===== config.mk =====
export PLATFORM = sky130hd
export DESIGN_NAME = instr_fetch_ctrl
export DESIGN_NICKNAME = d
export VERILOG_FILES = /design/src/rtl/riscv_pkg.sv /design/src/rtl/fetch_queue.sv /design/src/rtl/instr_fetch_ctrl.sv
export SDC_FILE = /design/constraint.sdc
export NUM_CORES = 1
export LEC_CHECK = 0
export ABC_AREA = 1
export CAP_MARGIN = 20
export CORE_MARGIN = 4
export CORE_UTILIZATION = 54
export CTS_BUF_LIST = sky130_fd_sc_hd__clkbuf_8
export DETAILED_ROUTE_END_ITERATION = 8
export GPL_TIMING_DRIVEN = 0
export PLACE_DENSITY = 0.86
export SLEW_MARGIN = 20
export SYNTH_ARGS = -nofsm -noshare
export SYNTH_HDL_FRONTEND = slang
export SYNTH_SLANG_ARGS = --single-unit
export TNS_END_PERCENT = 1

===== constraint.sdc =====
create_clock -name clk -period 2.45 [get_ports clk]
set_input_delay 0.245 -clock clk [delete_from_list [all_inputs] [get_ports clk]]
set_output_delay 0.245 -clock clk [all_outputs]
set_load 0.1 [all_outputs]

===== src/rtl/riscv_pkg.sv =====
// Shared RV32 fetch definitions: word/step constants, queue entry width and
// the fetch FSM state encoding.
package riscv_pkg;

  localparam int          XLEN          = 32;
  localparam logic [31:0] INSTR_NOP     = 32'h0000_0013;
  localparam logic [31:0] PC_STEP       = 32'd4;
  localparam logic [31:0] PC_ALIGN_MASK = 32'hFFFF_FFFC;

  // Queue entry layout: {instr, pc, fault}.
  localparam int FETCH_ENTRY_W = 2 * XLEN + 1;

  typedef enum logic [1:0] {
    BOOT = 2'd0,
    RUN  = 2'd1,
    HALT = 2'd2
  } fetch_state_t;

endpackage


===== src/rtl/fetch_queue.sv =====
// Two-entry circular FIFO with push/pop/flush. Flush wins over push and pop.
// The head register is shown even when empty; consumers qualify it with valid_o.
module fetch_queue #(
  parameter int W = 8
) (
  input  logic         clk,
  input  logic         rst_n,
  input  logic         push_i,
  input  logic         pop_i,
  input  logic         flush_i,
  input  logic [W-1:0] wdata_i,
  output logic [1:0]   count_o,
  output logic         valid_o,
  output logic [W-1:0] head_o
);

  logic [W-1:0] mem_q [2];
  logic         wr_ptr_q;
  logic         rd_ptr_q;
  logic [1:0]   count_q;

  always_ff @(posedge clk or negedge rst_n) begin
    if (!rst_n) begin
      mem_q[0] <= '0;
      mem_q[1] <= '0;
      wr_ptr_q <= 1'b0;
      rd_ptr_q <= 1'b0;
      count_q  <= 2'd0;
    end else if (flush_i) begin
      wr_ptr_q <= 1'b0;
      rd_ptr_q <= 1'b0;
      count_q  <= 2'd0;
    end else begin
      if (push_i) begin
        mem_q[wr_ptr_q] <= wdata_i;
        wr_ptr_q        <= ~wr_ptr_q;
      end
      if (pop_i) begin
        rd_ptr_q <= ~rd_ptr_q;
      end
      count_q <= count_q + 2'(push_i) - 2'(pop_i);
    end
  end

  assign count_o = count_q;
  assign valid_o = (count_q != 2'd0);
  assign head_o  = mem_q[rd_ptr_q];

endmodule


===== src/rtl/instr_fetch_ctrl.sv =====
// RV32 fetch controller: owns the PC, reads imem, queues {instr, pc, fault}.
// Define FETCH_ALIGN_CHECK_EN for the alignment/bounds check build with HALT.
module instr_fetch_ctrl
  import riscv_pkg::*;
#(
  parameter logic [31:0] RESET_PC  = 32'h0000_0000,
  parameter int          MEM_WORDS = 512
) (
  input  logic        clk,
  input  logic        rst_n,
  output logic [31:0] imem_addr,
  input  logic [31:0] imem_instr,
  input  logic        redirect_valid,
  input  logic [31:0] redirect_pc,
  output logic        fetch_valid,
  input  logic        fetch_ready,
  output logic [31:0] fetch_instr,
  output logic [31:0] fetch_pc,
  output logic        fetch_fault,
  output logic [1:0]  dbg_state,
  output logic [1:0]  dbg_count,
  output logic        dbg_pc_oob
);

  localparam logic [30:0] MEM_LIMIT = 31'(MEM_WORDS);

  fetch_state_t             state_q, state_d;
  logic [31:0]              pc_q, pc_d;
  logic [31:0]              redirect_target;
  logic [1:0]               q_count;
  logic                     q_valid;
  logic [FETCH_ENTRY_W-1:0] q_head;
  logic                     push;
  logic                     pop;
  logic                     can_push;
  logic                     fault_now;
  logic                     entry_fault;
  logic [31:0]              entry_instr;

  // Handshake: an entry moves to decode on every cycle where fetch_valid and
  // fetch_ready are both high; head outputs hold while valid is high and ready low.
  assign pop      = q_valid & fetch_ready;
  assign can_push = (q_count != 2'd2) || pop;

  assign dbg_pc_oob = ({1'b0, pc_q[31:2]} >= MEM_LIMIT);

`ifdef FETCH_ALIGN_CHECK_EN
  // Keep the raw target so a fault entry can report the offending address.
  assign redirect_target = redirect_pc;
  assign fault_now       = (pc_q[1:0] != 2'b00) || dbg_pc_oob;
`else
  assign redirect_target = redirect_pc & PC_ALIGN_MASK;
  assign fault_now       = 1'b0;
`endif

  always_ff @(posedge clk or negedge rst_n) begin
    if (!rst_n) begin
      state_q <= BOOT;
      pc_q    <= RESET_PC;
    end else begin
      state_q <= state_d;
      pc_q    <= pc_d;
    end
  end

  always_comb begin
    state_d     = state_q;
    pc_d        = pc_q;
    push        = 1'b0;
    entry_fault = 1'b0;
    entry_instr = imem_instr;
    case (state_q)
      BOOT: state_d = RUN;
      RUN: begin
        if (can_push) begin
          push = 1'b1;
          if (fault_now) begin
            entry_fault = 1'b1;
            entry_instr = INSTR_NOP;
            state_d     = HALT;
          end else begin
            pc_d = pc_q + PC_STEP;
          end
        end
      end
      HALT:    state_d = HALT;
      default: state_d = BOOT;
    endcase
    // Redirect overrides everything: flush, retarget, no push this cycle.
    if (redirect_valid) begin
      push        = 1'b0;
      entry_fault = 1'b0;
      state_d     = RUN;
      pc_d        = redirect_target;
    end
  end

  fetch_queue #(
    .W (FETCH_ENTRY_W)
  ) u_queue (
    .clk     (clk),
    .rst_n   (rst_n),
    .push_i  (push),
    .pop_i   (pop),
    .flush_i (redirect_valid),
    .wdata_i ({entry_instr, pc_q, entry_fault}),
    .count_o (q_count),
    .valid_o (q_valid),
    .head_o  (q_head)
  );

  assign imem_addr   = pc_q & PC_ALIGN_MASK;
  assign fetch_valid = q_valid;
  assign fetch_instr = q_head[FETCH_ENTRY_W-1 -: 32];
  assign fetch_pc    = q_head[32:1];
  assign fetch_fault = q_head[0];
  assign dbg_state   = state_q;
  assign dbg_count   = q_count;

endmodule


==> metrics.md <==
| Metric | Value |
|---|---|
| Yosys warnings | 0 |
| Critical-path cell with the highest stage delay | sky130_fd_sc_hd__clkdlybuf4s50_1 |
| Synth Area in XOR/XNOR | less than 1% |
| Commonest cells in the netlist | sky130_fd_sc_hd__nand2_1, sky130_fd_sc_hd__dfrtp_1, sky130_fd_sc_hd__inv_1, sky130_fd_sc_hd__o21ai_0, sky130_fd_sc_hd__nand3_1 |
| Remaining Overflow, GRT | 0 |
| Ranking of synthesized cells by area | sky130_fd_sc_hd__dfrtp_1, sky130_fd_sc_hd__nand2_1, sky130_fd_sc_hd__o21ai_0 |
| Kind of cell with the highest combined delay on the critical path | buffers and inverters |
| CP Capture Type | output port |
| Placeable core region | roughly 14000 µm² |
| Result of the run | finished, final reports clean |
| Total number of cells along the worst setup path | 1 |
| GRT Overall Usage | 27.9% |
| Die area | between 15000 and 20000 µm² |
| Most area-hungry cell type in the Yosys netlist | sky130_fd_sc_hd__dfrtp_1 |
| Bufs on Longest Clock Path | 2 |
| # fillers | roughly 1200 |
| Share of layout cells above drive strength 1 | between 10% and 20% |
| Post-Synth Simple-Gate Area | ~27% |
| # IOs | between 150 and 200 |
| Synth Area per Inst | 7.62 µm² |
| Most used standard cell by instance count after synthesis | sky130_fd_sc_hd__nand2_1 |
| Syn-to-layout area delta | 26.9% |
| Min setup slack post-route | 0.0357 ns |
| Post-Place Cell Area | slightly below 10000 µm² |
| Clk Latency, worst-skew pair | between 0.4 and 0.5 ns |
| Number of enable flip-flop cells after synthesis | 0 |
| PD cells | around 1400 nW/µm² |
| Total number of placement rows | 44 |
| Remaining max-slew budget at the tightest pin | between 30% and 40% |
| Unrepaired setup endpoints after global routing | false |
| Count of antenna-violating nets left after detailed routing | 0 |
| Max VDD drop | 0.000842 V |
| First-pass GRT wire length | roughly 37000 µm |
| Layout net count | 1306 |
| Buffers added on ports | 163 |
| Detailed Route WL | approximately 24000 µm |
| Complex-gate fraction of the synthesized area | 11.4% |
| Number of cells on the worst reg-to-reg path | 8 |
| CP Max Fanout | 7 |
| Diode insertion count for antenna repair | 0 |
| Maximum number of pins on one net before global-route repair | 100 |
| Vias in the first global route | 7142 |
| Gp weighted congestion | 0.974 |
| Worst min-delay path category | primary input to flip-flop |
| Transition at the pin with the smallest max-transition slack | 1.03 ns |
| Lkg Pwr | between 0.005 and 0.006 µW |
| # H-tree levels | 4 |
| Post-Route Utilization | 69.9% |
| Share of synthesized registers carrying an async set or reset | 100% |
| Top flip-flop cell by instance count after synthesis | sky130_fd_sc_hd__dfrtp_1 |
| CTS tree | built |
| Number of clock sinks | between 150 and 200 |
| Combined area of all synthesized cells | 7980 µm² |
| Worst Hold Path Cells | 3 |
| Starting density of the core | 55.1% |
| Max-cap violation count | 0 |
| Dominant combinational cell family by area after synthesis | simple AND/OR/NAND/NOR gates |
| Average wire per standard cell | about 16 µm |
| Biggest cell delay along the critical path | roughly 1.2 ns |
| Arithmetic-cell share of the synthesized area counting full adders, half adders and majority gates | 0.627% |
| Die Height | around 130 µm |
| First-pass iteration count of the detailed router | 5 |
| Post-Layout Inst Area | 10100 µm² |
| Total power after layout | 14100 µW |
| Worst setup path category | flip-flop to output port |
| Placed wire-length estimate after detailed placement | around 17000 µm |
| Sequential element share of the synthesized area | 50.2% |
| Number of distinct library cells after synthesis | 33 |
| CTS Root Buffer Type | sky130_fd_sc_hd__clkbuf_8 |
| Final setup violation count | 0 |
| Die boundary width | approximately 130 µm |
| Crit share post-route | a little over nine tenths |
| Clock slew at reported path FFs | roughly 0.090 ns |
| Portion of netlist area occupied by mux cells | 0% |
| Detailed-route vias per instance | roughly 5.4 |
| Final setup skew | about 0.012 ns |
| Number of synthesized register bits | 160 |
| Data arrival, critical path | between 2 and 2.5 ns |
| Launching element type of the critical path | flip-flop |
| Cell-by-cell trace of the critical path | clkdlybuf4s50_1 |
| Data required time at the worst endpoint | around 2.2 ns |
| Number of antenna violations at the first check in global routing | 0 |
| Number of clock buffers inserted by TritonCTS | 17 |
| Count of routing violations after the opening detailed-route iteration | roughly 630 |
| Number of buffers added for setup after CTS | 0 |
| Max frequency | between 0.4 and 0.5 GHz |
| Post-Syn Instances | about 1000 |
| Placement Setup Slack | -0.657 ns |
| Top cell type's share of synthesized area | about half |
| Max-slew violation total from the final report | 0 |
| Total vias in the final route | 7689 |
| Number of hold-slack violations in the final timing report | 0 |
| Number of buffers and inverters on the critical path | 1 |
| Final period demand of the worst path | around 2.4 ns |
| DRC violations left | 0 |
flip-flops by register name, indices dropped and copies added, names as in the netlist:
name / flops
u_queue.count_o: 2
u_queue.wr_ptr_q: 1
u_queue.rd_ptr_q: 1
pc_q: 30
dbg_state: 2
u_queue.mem_q: 124
area by class of cell:
| class | instances | area [µm²] | share of cell area (%) |
|---|---|---|---|
| inverter | 109 | 409 | 4.04 |
| timing repair buffer | 165 | 1470 | 14.5 |
| multi-input combinational | 719 | 3230 | 31.9 |
| buffer | 62 | 360 | 3.56 |
| clock inverter | 13 | 160 | 1.58 |
| tap | 184 | 230 | 2.27 |
| clock buffer | 19 | 262 | 2.58 |
| sequential | 160 | 4000 | 39.5 |
routing by layer:
| metal | vias up | track usage [%] | share of wire, % |
|---|---|---|---|
| met3 | 36 | 6.47 | 8.4 |
| met5 | - | 0 | 0 |
| met4 | 0 | 9.47 | 1.9 |
| li1 | 3672 | - | - |
| met1 | 3640 | 37.6 | 42 |
| met2 | 341 | 44.9 | 47 |
power by group:
part	internal [µW]	switching (µW)
Combinational	1580	6410
Sequential	3530	484
Clock	1060	1010
Total	6180	7900
cell families (layout without fill, tap and decap cells):
logic type                 Yosys count  after routing
and+or+nand+nor                    525            525
AOI/OAI and AO/OA                  177            177
buffers and inverters              172            368
DFF                                160            160
xor gates and xnor gates             8              8
adders and majority gates            4              4
other                                1              5
worst paths after layout:
path | start | end | slack [ns]
max | pc_q[17]$_DFFE_PN0P_ | imem_addr[17] | 0.04
min | redirect_pc[9] | pc_q[9]$_DFFE_PN0P_ | 0.32
min in group asynchronous | rst_n | u_queue.mem_q[57]$_DFFE_PN0P_ | 0.40
min reg2reg | dbg_state[0]$_DFFE_PN0P_ | dbg_state[1]$_DFFE_PN0P_ | 0.46
max in group asynchronous | rst_n | pc_q[23]$_DFFE_PN0P_ | 1.29
max reg2reg | u_queue.count_o[1]$_DFF_PN0_ | u_queue.count_o[1]$_DFF_PN0_ | 0.63
cells in the final DEF, fill, tap and decap left out, types with 4 or more instances in the layout:
master | synthesis | routed
sky130_fd_sc_hd__dfrtp_1 | 160 | 160
sky130_fd_sc_hd__o21ai_1 | 61 | 62
sky130_fd_sc_hd__clkbuf_8 | 0 | 19
sky130_fd_sc_hd__nand2_1 | 371 | 371
sky130_fd_sc_hd__nor2_2 | 4 | 4
sky130_fd_sc_hd__nor2_4 | 4 | 4
sky130_fd_sc_hd__o21ai_0 | 101 | 100
sky130_fd_sc_hd__conb_1 | 1 | 5
sky130_fd_sc_hd__buf_2 | 23 | 46
sky130_fd_sc_hd__dlygate4sd2_1 | 0 | 6
sky130_fd_sc_hd__buf_6 | 7 | 7
sky130_fd_sc_hd__xor2_1 | 6 | 6
sky130_fd_sc_hd__o211ai_1 | 7 | 7
sky130_fd_sc_hd__clkinvlp_4 | 0 | 5
sky130_fd_sc_hd__ha_1 | 4 | 4
sky130_fd_sc_hd__clkdlybuf4s50_1 | 0 | 88
sky130_fd_sc_hd__nor4_1 | 4 | 4
sky130_fd_sc_hd__buf_4 | 10 | 47
sky130_fd_sc_hd__clkbuf_1 | 21 | 13
sky130_fd_sc_hd__nand3_1 | 80 | 80
sky130_fd_sc_hd__dlymetal6s2s_1 | 0 | 7
sky130_fd_sc_hd__inv_1 | 106 | 106
sky130_fd_sc_hd__a21oi_1 | 5 | 5
sky130_fd_sc_hd__clkbuf_2 | 0 | 8
sky130_fd_sc_hd__nor2_1 | 49 | 49
metrics by stage:
stage	setup TNS, ns	cells	hold WS [ns]
after floorplan	-35.28	1051	-0.0506
after global placement	-869.08	1398	0.454
after detailed placement	-32.91	1399	0.328
after global routing	0	1431	0.336
final	0	1431	0.317
after CTS	-0.0920	1431	0.293
what timing repair did:
item | 4_1_cts | 5_1_grt
gates resized for setup | 409 | 11
setup endpoints to repair | 67 | 9
endpoints found under the hold margin | 98 | 0
hold buffers | 1 | 0
Note: power is estimated with default switching activity, not from simulation.
